===== src/rtl/sqr_seq.sv =====
// Sequential unsigned squarer: shift-and-add over N cycles using an external
// shared summator (aw + bw -> sum_res), one operand bit per cycle.
module sqr_seq #(
    parameter int N = 8
) (
    input  logic           clk_i,
    input  logic           rst_i,
    input  logic           start_i,
    input  logic [N-1:0]   a_bi,
    output logic           ready,
    output logic           busy_o,
    output logic [2*N-1:0] y_bo,
    output logic [2*N:0]   aw,
    output logic [2*N:0]   bw,
    input  logic [2*N:0]   sum_res
);

    localparam int CW = (N > 1) ? $clog2(N) : 1;
    localparam logic [CW-1:0] CNT_LAST = CW'(N - 1);

    // Handshake: start_i is taken only on a rising edge where ready=1; a
    // result is valid in y_bo from the edge where busy_o falls until the next one.
    typedef enum logic {
        IDLE = 1'b0,
        WORK = 1'b1
    } state_t;

    state_t state;
    state_t state_next;

    logic [N-1:0]   op_q;
    logic [2*N-1:0] acc_q;
    logic [2*N-1:0] y_q;
    logic [CW-1:0]  cnt_q;

    logic load;
    logic step;
    logic last;

    logic [2*N:0] op_ext;

    // The summator carry-out can never be set for a valid square, so it is dropped.
    logic sum_msb_unused;
    assign sum_msb_unused = sum_res[2*N];

    assign op_ext = {{(N + 1){1'b0}}, op_q};

    always_ff @(posedge clk_i or negedge rst_i) begin
        if (!rst_i) begin
            state <= IDLE;
        end else begin
            state <= state_next;
        end
    end

    always_comb begin
        state_next = state;
        load       = 1'b0;
        step       = 1'b0;
        last       = 1'b0;
        ready      = 1'b0;
        busy_o     = 1'b0;
        aw         = '0;
        bw         = '0;
        case (state)
            IDLE: begin
                ready = 1'b1;
                if (start_i) begin
                    load       = 1'b1;
                    state_next = WORK;
                end
            end
            WORK: begin
                busy_o = 1'b1;
                step   = 1'b1;
                aw     = {1'b0, acc_q};
                if (op_q[cnt_q]) begin
                    bw = op_ext << cnt_q;
                end
                if (cnt_q == CNT_LAST) begin
                    last       = 1'b1;
                    state_next = IDLE;
                end
            end
            default: begin
                state_next = IDLE;
            end
        endcase
    end

    always_ff @(posedge clk_i or negedge rst_i) begin
        if (!rst_i) begin
            op_q  <= '0;
            acc_q <= '0;
            cnt_q <= '0;
        end else if (load) begin
            op_q  <= a_bi;
            acc_q <= '0;
            cnt_q <= '0;
        end else if (step) begin
            acc_q <= sum_res[2*N-1:0];
            cnt_q <= last ? '0 : cnt_q + CW'(1);
        end
    end

    // Result register only moves on the final iteration, so it stays stable during WORK.
    always_ff @(posedge clk_i or negedge rst_i) begin
        if (!rst_i) begin
            y_q <= '0;
        end else if (last) begin
            y_q <= sum_res[2*N-1:0];
        end
    end

    assign y_bo = y_q;

endmodule


===== config.mk =====
export PLATFORM = sky130hd
export DESIGN_NAME = sqr_seq
export DESIGN_NICKNAME = d
export VERILOG_FILES = /design/src/rtl/sqr_seq.sv
export SDC_FILE = /design/constraint.sdc
export NUM_CORES = 1
export LEC_CHECK = 0
export BUFFER_PORTS_ARGS = -buffer_cell sky130_fd_sc_hd__buf_2
export CORE_UTILIZATION = 30
export CTS_CLUSTER_DIAMETER = 150
export DETAILED_ROUTE_END_ITERATION = 7
export GPL_TIMING_DRIVEN = 1
export PLACE_DENSITY = 0.5
export SLEW_MARGIN = 20
export SYNTH_ARGS = -nofsm -noshare
export SYNTH_HDL_FRONTEND = slang
export SYNTH_SLANG_ARGS = --single-unit
export TNS_END_PERCENT = 30

===== constraint.sdc =====
create_clock -name clk_i -period 2 [get_ports clk_i]
set_input_delay 0.1 -clock clk_i [delete_from_list [all_inputs] [get_ports clk_i]]
set_output_delay 0.1 -clock clk_i [all_outputs]
set_load 0.03 [all_outputs]

; ---- Word level (Yosys, flattened, before mapping)
; Cells that the tools add are included.
[word_totals]
inputBits = 28
latch_bits = 0
output_inout_bits = 52
ram_bits = 0
mem_bits_ro = 0
elab_cells = 29
n_memories = 0
regBits = 44
[op_classes]
order_cmp = 1
bitwise = 1
eq_ne = 1
add_sub_neg = 1
mux = 18
n_mul = 0
reduce_logical = 1
shift = 1
div_mod_pow = 0
[op_table]
columns = op, n
row1 = 2-to-1 mux 16 bit, 3
row2 = 2-to-1 mux 17 bit, 2
row3 = << shifter 8 x 3 -> 17 bit, 1
row4 = 2-to-1 mux 3 bit, 3
row5 = 2-to-1 mux 1 bit, 8
row6 = less-than comparator 3 x 4 -> 1 bit (second input constant), 1
row7 = adder 3 x 1 -> 3 bit (second input constant), 1
row8 = binary-select mux 1 bit (select 3 bit), 1
row9 = equality test 3 bit (second input constant), 1
row10 = case mux 1 bit (2 select lines), 1
row11 = nonzero test 2 bit, 1
row12 = inverter 1 bit, 1

; ---- Depth between registers and ports, before layout
; Gate-level depths: netlist of run 1.
[depth]
depth_word = 6
ltp_mapped = 6
ltp_nobuf = 4

; ---- Worst setup path before layout of run 1
; Ideal clock, no wire load.
[synth_timing]
kind = register to output
startpoint = register cnt_q[0]
endpoint = output bw[0]
path_slack_ns = -0.005
t_required_ns = 1.900
path_stages_with_launch = 5
arrival_ns = 1.905
path_buffers = 3
cell_sequence = dfrtp_1 buf_2 buf_2 buf_2 nor4_1
[synth_between]
elab_chain_len = 4
elab_cells_between_ends = 5
classes_between = shift (1) / mux (4)
[synth_rtl]
columns = element, line
row1 = "start, declared", 34  ; logic [CW-1:0] cnt_q;
row2 = "start signal, assigned", 102  ; cnt_q <= last ? '0 : cnt_q + CW'(1);
row3 = binary-select mux 1 bit (select 3 bit), 77  ; if (op_q[cnt_q]) begin
row4 = 2-to-1 mux 1 bit (implied by the code), 77
row5 = 2-to-1 mux 17 bit *, 77
row6 = 2-to-1 mux 17 bit *, 65  ; case (state)
row7 = "end, declared", 14  ; output logic [2*N:0] bw,
; Every way passes the cells marked *; elsewhere a longest branch is shown, timed or not. The select of a mux whose other input is x is not followed.

; ---- Worst setup path in the final report of run 1
[layout_timing]
startpoint = register cnt_q[1]
endpoint = output bw[9]
; Same word-level chain as after synthesis.

==> run_results.csv, run 1 <==
group,metric,value,unit
clocking,path_clk_slew,0.08,ns
worst_setup_path,crit_required,1.90,ns
synthesis,ys_types,33,
synthesis,async_flop_share,100,%
worst_setup_path,path_buf_inv,2,
cells_and_area,multi_input_comb_area,1100,sq um
clocking,cts_tree,"done",
worst_setup_path,endpoint_kind,"output port",
grt,grt_pass1_wl,8130,microns
cells_and_area,fill_cells,748,
clocking,cts.sinks,44,
worst_setup_path,slowest_delay,0.44,ns
timing,rsz0062_at_grt,"true",
cells_and_area,syn2layout_area_growth,31.5,%
timing,max_freq,516,MHz
floorplan,start_util,31.3,%
worst_hold_path,hold_path.class,"input port to flop",
grt,antenna_found_initial,0,
cells_and_area,antenna_cells,0,
synthesis,avgSynthCellArea,11.5,sq um
routing,wl_per_cell,13.3,microns
clocking,root_buffer,"clkbuf_8",
grt,grt_use_met1,18.7,%
grt,grt_max_degree,30,
grt,busiest_layer,"met2",
synthesis,synth_edf_count,0,
placed_design,place_area,2790,sq um
cells_and_area,layout_common_cells,"buf_2 (68), dfrtp_1 (40), mux2_2 (24), and2_1 (17), buf_4 (17)",
synthesis,synth_seq_cells,44,
floorplan,ios,80,
clocking,clockBufferDepth,2,
timing,finalSetupViolations,0,
floorplan,dieArea,7960,sq um
cells_and_area,seq_area,1110,sq um
floorplan,die_width,89.2,microns
timing,drv_slew,0,
floorplan,core,7290,sq um
synthesis,synth_area,2280,sq um
routing,vias,1801,
timing,hold_viol,0,
synthesis,synth_top_area_cell,"dfrtp_1",
grt,grt_overflow_total,0,
cells_and_area,design_area,3000,sq um
floorplan,dieHeight,89.2,microns
synthesis,netlist_instances,199,
cells_and_area,nNetsFinal,311,
routing,ant_nets,0,
synthesis,synthTopCellsByArea,"dfrtp_1 (48%), mux2_2 (12%), a22o_1 (6.1%)",
routing,finalWirelength,5060,microns
worst_setup_path,arrival,1.84,ns
grt,use_met2,20.2,%
placed_design,place.gp.congestion,0.792,
timing,period_share,96.9,%
routing,routed_via_density,4.73,
worst_setup_path,crit_path_frequent_cell,"mux2_4",
clocking,cts_buffers,5,
timing,skew,0.0102,ns
placed_design,hpwl,3730,microns
clocking,h-tree-depth,2,
synthesis,synth-seq-area-share,48.3,%
routing,drtPass1Iterations,4,
timing,period_minus_slack,1.94,ns
clocking,clock_latency,0.29,ns
cells_and_area,final_common_cell,"buf_2",
placed_design,port_buffers,75,
run,drv_cap,0,
cells_and_area,layout-drive-gt1-share,48.6,%
floorplan,rows,31,
grt,grt_pass1_vias,1617,
worst_setup_path,path_delay_family,"multiplexers",
synthesis,synthFlopType,"dfrtp_1",
worst_setup_path,path_cells,"buf_12, mux2i_2, mux2_4, mux2_4, nor2_2, buf_6",
worst_setup_path,worst_path_max_delay_cell,"dfrtp_2",
synthesis,synthDominantCellAreaShare,48.3,%
run_status,status,"completed",
routing,route.detailed.drc,0,
routing,drt-initial-drc-count,71,
grt,use_met3,3.88,%
worst_setup_path,path_class,"flop to output port",
synthesis,yosys_warnings,0,
worst_setup_path,cp_max_fo,16,
worst_setup_path,cp-start-kind,"flop",
grt,grt_usage,13.4,%
-- per-stage QoR --
| step | cells | util [%] | setup TNS, ns | hold WS, ns | setup WS [ns] |
|---|---|---|---|---|---|
| detailed placement | 367 | 38.2 | 0 | 0.0902 | 0.256 |
| finish | 381 | 41.1 | 0 | 0.0207 | 0.0621 |
| floorplan | 201 | - | -0.0102 | -0.196 | -0.00524 |
| global placement | 367 | 38.2 | 0 | 0.0813 | 0.273 |
| global route | 381 | 41.1 | -0.134 | 0.0166 | -0.0374 |
| CTS | 377 | 40.0 | 0 | 0.0107 | 0.00333 |
-- worst min-delay path, delay by kind of cell --
| family | cells | cell delay [ns] |
|---|---|---|
| buf+inv | 1 | 0.08 |
| compound gates | 1 | 0.06 |
| simple gates | 1 | 0.04 |
-- flip-flops by register name, summed over array words and instances, names as in the netlist --
register  cells
op_q          8
cnt_q         3
state         1
acc_q        16
y_bo         16
-- final timing paths --
check / startpoint / endpoint / slack (ns) / cells after the start
max in group asynchronous: rst_i / y_bo[13]$_DFFE_PN0P_ / 1.20 / 3
min in group asynchronous: rst_i / acc_q[1]$_DFFE_PN0P_ / 0.30 / 2
setup reg to reg: cnt_q[1]$_DFFE_PN0P_ / y_bo[10]$_DFFE_PN0P_ / 0.21 / 6
hold / removal: a_bi[4] / op_q[4]$_DFFE_PN0P_ / 0.02 / 3
hold reg to reg: acc_q[11]$_DFFE_PN0P_ / acc_q[11]$_DFFE_PN0P_ / 0.49 / 1
setup / recovery: cnt_q[1]$_DFFE_PN0P_ / bw[9] / 0.06 / 6
-- layout make-up --
class                           count  area share, %
Sequential cell                    44           36.9
Clock inverter                      1          0.250
Clock buffer                        7           2.88
Inverter                            3          0.375
Multi-Input combinational cell    136           36.8
Timing Repair Buffer               91           18.7
Tap cell                           99           4.13
-- Yosys cell counts (all sizes together) (3+ instances only) --
| cell type | n |
|---|---|
| nor2 | 11 |
| and2 | 17 |
| clkbuf | 6 |
| mux2 | 26 |
| a211oi | 4 |
| nor2b | 4 |
| mux2i | 9 |
| mux4 | 4 |
| dfrtp | 44 |
| a22o | 16 |
| inv | 3 |
| nand2b | 3 |
| nand2 | 15 |
| buf | 12 |
| o21ai | 4 |
| a21oi | 6 |
| nand3 | 3 |
-- cells by family (layout without fill, tap and decap cells) --
family / Yosys count / after routing / share of synthesized area, %
adders and majority gates: 2 / 2 / 1.10
buffers and inverters: 21 / 102 / 4.94
muxes: 39 / 39 / 21.1
and+or+nand+nor: 56 / 56 / 12.3
other: 1 / 3 / 0.164
DFF: 44 / 44 / 48.3
AOI/OAI and AO/OA: 36 / 36 / 12.1
-- what timing repair did --
action	CTS	global route
pin swaps	1	5
cloned	0	0
endpoints found under the hold margin	18	0
hold buffers	1	0
buffers inserted	1	4
resized for setup	6	21
setup endpoints to repair	7	8
-- per-layer routing --
metal	vias up	part of all wire, %
met5	-	0
met4	0	0.97
met1	872	47
met2	56	46
li1	866	-
met3	7	6.5
Power of run 1 is not shown: default switching activity piles up to over one toggle a cycle in this logic, so the estimate is an artifact.
==> inputs of run 2 (changes only) <==
--- a/config.mk
+++ b/config.mk
@@ -6,6 +6,7 @@
 export NUM_CORES = 1
 export LEC_CHECK = 0
 export BUFFER_PORTS_ARGS = -buffer_cell sky130_fd_sc_hd__buf_2
+export CORE_MARGIN = 2
 export CORE_UTILIZATION = 30
 export CTS_CLUSTER_DIAMETER = 150
 export DETAILED_ROUTE_END_ITERATION = 7
==> run_results.csv, run 2 (synthesis gave the netlist of run 1 again) <==
group,metric,value,unit
cells_and_area,fin_cells,378,
placed_design,dp_cells,367,
timing,whs,0.0195,ns
worst_setup_path,path_class,"flop to output port",
worst_setup_path,arrival,1.86,ns
grt,grt_max_degree,29,
floorplan,dieArea,8320,sq um
floorplan,start_util,31.3,%
grt,grt_pass1_vias,1749,
clocking,cts_buffers,5,
worst_setup_path,path_cells,"buf_8, mux2i_2, mux2_2, mux2_4, nor2_2, buf_6",
worst_setup_path,crit_required,1.90,ns
placed_design,place.gp.congestion,0.808,
timing,setup_tns,0,ns
timing,max_freq,509,MHz
worst_setup_path,path_buf_inv,2,
cells_and_area,layout_common_cells,"buf_2 (67), dfrtp_1 (41), mux2_2 (25), and2_1 (17), a22o_1 (16)",
floorplan,die_width,91.2,microns
routing,drt-initial-drc-count,56,
floorplan,dieHeight,91.2,microns
timing,period_minus_slack,1.96,ns
timing,finalSetupViolations,0,
clocking,cts_tree,"done",
floorplan,ios,80,
cells_and_area,design_area,3010,sq um
routing,route.detailed.drc,0,
worst_setup_path,worst_path_max_delay_cell,"dfrtp_2",
floorplan,rows,31,
cells_and_area,final_common_cell,"buf_2",
placed_design,place_area,2800,sq um
grt,antenna_found_initial,0,
grt,grt_usage,12.9,%
worst_setup_path,cp-start-kind,"flop",
routing,routed_via_density,4.73,
routing,wl_per_cell,13.7,microns
clocking,path_clk_slew,0.08,ns
timing,rsz0062_at_grt,"true",
grt,grt_pass1_wl,8760,microns
timing,tightest_slew,0.557,ns
worst_setup_path,cp_max_fo,13,
cells_and_area,nNetsFinal,308,
cells_and_area,syn2layout_area_growth,32.1,%
timing,max-slew-margin-rel,62.9,%
routing,ant_nets,0,
placed_design,port_buffers,75,
timing,hold_viol,0,
routing,finalWirelength,5200,microns
routing,drtPass1Iterations,4,
timing,drv_slew,0,
timing,skew,0.00768,ns
worst_setup_path,slowest_delay,0.46,ns
clocking,clockBufferDepth,2,
clocking,h-tree-depth,2,
timing,period_share,98.2,%
run,drv_cap,0,
placed_design,hpwl,3790,microns
clocking,clock_latency,0.29,ns
run_status,status,"completed",
routing,vias,1787,
clocking,root_buffer,"clkbuf_8",
clocking,cts.sinks,44,
cells_and_area,antenna_cells,0,
floorplan,core,7290,sq um
grt,grt_overflow_total,0,
worst_setup_path,endpoint_kind,"output port",
worst_hold_path,hold_path.class,"input port to flop",
cells_and_area,layout-drive-gt1-share,48.4,%
worst_setup_path,path_delay_family,"multiplexers",
[run 2: what timing repair did]
item	in CTS	in global routing
hold endpoints to repair	22	0
hold buffers	1	0
pin swaps	1	1
setup endpoints to repair	9	8
gates cloned	0	0
setup buffers	2	0
resized for setup	8	17
[run 2: layout make-up]
cell class              count  area, sq um
flip-flops and latches     44         1100
well taps                  99          124
clock buffers               6         82.6
inverters                   3         11.3
multi-input cells         136         1100
clock inverters             2         38.8
repair buffers             88          548
fillers                   756         4280
[run 2: worst paths after layout]
check | cells past startpoint | startpoint | slack (ns) | endpoint
max | 6 | cnt_q[1]$_DFFE_PN0P_ | 0.04 | bw[9]
min reg2reg | 1 | acc_q[5]$_DFFE_PN0P_ | 0.49 | acc_q[5]$_DFFE_PN0P_
max in group asynchronous | 3 | rst_i | 1.15 | acc_q[10]$_DFFE_PN0P_
min | 3 | a_bi[4] | 0.02 | op_q[4]$_DFFE_PN0P_
min in group asynchronous | 2 | rst_i | 0.34 | cnt_q[0]$_DFFE_PN0P_
max reg2reg | 6 | cnt_q[1]$_DFFE_PN0P_ | 0.23 | y_bo[13]$_DFFE_PN0P_
[run 2: tightest hold or removal path: stages]
cell	delay, ns
buf_2	0.08
nand2_1	0.03
o21ai_0	0.06
[run 2: routing by layer]
layer / share of wire (%) / track usage [%] / up-vias
met3: 7.1 / 4.40 / 8
met2: 44 / 19.0 / 54
met1: 48 / 18.0 / 865
met4: 1.6 / 3.91 / 0
li1: - / - / 860
met5: 0 / 0 / -
[run 2: through the flow]
| step | worst slack [ns] | utilization, % |
|---|---|---|
| finish | 0.0354 | 41.3 |
| floorplan | -0.00524 | - |
| detailed placement | 0.146 | 38.4 |
| global route | -0.0430 | 41.3 |
| global placement | 0.159 | 38.4 |
| CTS | 0.0147 | 40.7 |
Power of run 2 is left out for the same reason.
==> inputs of run 3 (changes only) <==
--- a/config.mk
+++ b/config.mk
@@ -6,12 +6,14 @@
 export NUM_CORES = 1
 export LEC_CHECK = 0
 export BUFFER_PORTS_ARGS = -buffer_cell sky130_fd_sc_hd__buf_2
+export CELL_PAD_IN_SITES_DETAIL_PLACEMENT = 0
+export CELL_PAD_IN_SITES_GLOBAL_PLACEMENT = 1
 export CORE_MARGIN = 2
 export CORE_UTILIZATION = 30
 export CTS_CLUSTER_DIAMETER = 150
 export DETAILED_ROUTE_END_ITERATION = 7
 export GPL_TIMING_DRIVEN = 1
-export PLACE_DENSITY = 0.5
+export PLACE_DENSITY = 0.62
 export SLEW_MARGIN = 20
 export SYNTH_ARGS = -nofsm -noshare
 export SYNTH_HDL_FRONTEND = slang
==> run_results.csv, run 3 (synthesis gave the netlist of run 1 again) <==
group,metric,value,unit
placed_design,dp_slack,0.216,ns
timing,rsz0062_at_grt,"true",
worst_setup_path,cp-start-kind,"flop",
cells_and_area,nNetsFinal,310,
timing,drv_slew,0,
timing,skew,0.00548,ns
worst_setup_path,crit_required,1.90,ns
worst_hold_path,hold_path.class,"input port to flop",
cells_and_area,fin_cells,380,
timing,max_freq,508,MHz
cells_and_area,final_common_cell,"buf_2",
placed_design,port_buffers,75,
worst_setup_path,timing.rr.end,"y_bo[6]$_DFFE_PN0P_",
worst_hold_path,worstHoldStart,"a_bi[4]",
cells_and_area,syn2layout_area_growth,31.1,%
routing,routed_via_density,4.80,
timing,tightest_slew,0.552,ns
clocking,clockBufferDepth,2,
grt,grt_max_degree,45,
worst_hold_path,min_to,"op_q[4]$_DFFE_PN0P_",
routing,drtPass1Iterations,4,
cells_and_area,antenna_cells,0,
worst_setup_path,path_cells,"buf_8, mux2i_2, mux2_2, mux2_4, nor2_2, buf_6",
floorplan,start_util,31.3,%
run_status,status,"completed",
worst_setup_path,worst_path_max_delay_cell,"dfrtp_2",
clocking,cts.sinks,44,
routing,wl_per_cell,13.8,microns
worst_setup_path,arrival,1.87,ns
worst_setup_path,r2r_slack,0.24,ns
timing,worst_slack,0.0312,ns
routing,route.detailed.drc,0,
cells_and_area,fill_cells,770,
run,drv_cap,0,
worst_setup_path,r2r-start,"cnt_q[1]$_DFFE_PN0P_",
routing,finalWirelength,5250,microns
grt,grt_pass1_wl,8630,microns
routing,drt-initial-drc-count,66,
clocking,path_clk_slew,0.08,ns
clocking,cts_tree,"done",
grt,grt_overflow_total,0,
clocking,h-tree-depth,2,
worst_hold_path,holdPathStages,3,
placed_design,place_area,2780,sq um
floorplan,core,7290,sq um
grt,grt_usage,12.7,%
worst_setup_path,r2r_cells,6,
floorplan,die_width,91.2,microns
cells_and_area,fin_util,41.0,%
worst_setup_path,path_class,"flop to output port",
worst_setup_path,cp_max_fo,16,
floorplan,rows,31,
cells_and_area,layout-drive-gt1-share,49.5,%
timing,period_share,98.4,%
cells_and_area,seq_area,1110,sq um
worst_setup_path,slowest_delay,0.45,ns
timing,finalSetupViolations,0,
floorplan,dieHeight,91.2,microns
routing,vias,1823,
worst_setup_path,endpoint_kind,"output port",
floorplan,dieArea,8320,sq um
floorplan,ios,80,
grt,grt_pass1_vias,1806,
placed_design,place.gp.congestion,0.795,
clocking,clock_latency,0.29,ns
placed_design,dp_cells,368,
placed_design,hpwl,3800,microns
clocking,root_buffer,"clkbuf_8",
timing,hold_viol,0,
grt,antenna_found_initial,0,
routing,ant_nets,0,
cells_and_area,layout_common_cells,"buf_2 (67), dfrtp_1 (40), mux2_2 (25), and2_1 (17)",
cells_and_area,design_area,2990,sq um
timing,max-slew-margin-rel,63.2,%
cells_and_area,multi_input_comb_area,1110,sq um
clocking,cts_buffers,5,
timing,period_minus_slack,1.97,ns
run 3: critical path, delay by kind of cell (launching register included):
family | cells | cell delay, ns
buf+inv | 2 | 0.31
simple gates | 1 | 0.09
flops | 1 | 0.45
mux | 3 | 0.72
run 3: layer usage:
| metal | vias to the layer above | GRT usage (%) | part of all wire [%] |
|---|---|---|---|
| met4 | 0 | 4.42 | 1.3 |
| met3 | 6 | 3.90 | 5.9 |
| met5 | - | 0 | 0 |
| met2 | 51 | 20.4 | 49 |
| li1 | 866 | - | - |
| met1 | 900 | 16.3 | 44 |
run 3: area by class of cell:
| cell class | instances | share of cell area (%) |
|---|---|---|
| Timing Repair Buffer | 90 | 18.2 |
| Tap cell | 99 | 4.14 |
| Inverter | 3 | 0.377 |
| Sequential cell | 44 | 37.0 |
| Multi-Input combinational cell | 136 | 37.2 |
| Clock buffer | 8 | 3.01 |
run 3: per-stage QoR:
step	setup TNS [ns]	hold slack [ns]
floorplan	-0.0102	-0.196
global placement	0	0.220
detailed placement	0	0.218
CTS	0	0.0136
global route	-0.266	0.0136
finish	0	0.0164
run 3: worst max-delay path by stage:
| stage | from | end | slack [ns] | cells past startpoint |
|---|---|---|---|---|
| 2_1_floorplan | cnt_q[0]$_DFFE_PN0P_ | bw[0] | -0.005 | 4 |
| 3_3_place_gp | cnt_q[1]$_DFFE_PN0P_ | bw[9] | 0.22 | 6 |
| 3_5_place_dp | cnt_q[1]$_DFFE_PN0P_ | bw[5] | 0.22 | 4 |
| 4_1_cts | cnt_q[1]$_DFFE_PN0P_ | bw[9] | 0.002 | 6 |
| 5_1_grt | cnt_q[1]$_DFFE_PN0P_ | bw[9] | -0.06 | 6 |
| 6_report | cnt_q[1]$_DFFE_PN0P_ | bw[9] | 0.03 | 6 |
run 3: repair_timing:
item                       in CTS  in global routing
hold buffers                    1                  0
gates cloned                    0                  0
gates resized for setup         5                 29
setup endpoints to repair       7                 10
buffers inserted                2                  1
hold endpoints to repair       44                  0
pin swaps                       1                  4
Power of run 3 is left out for the same reason.
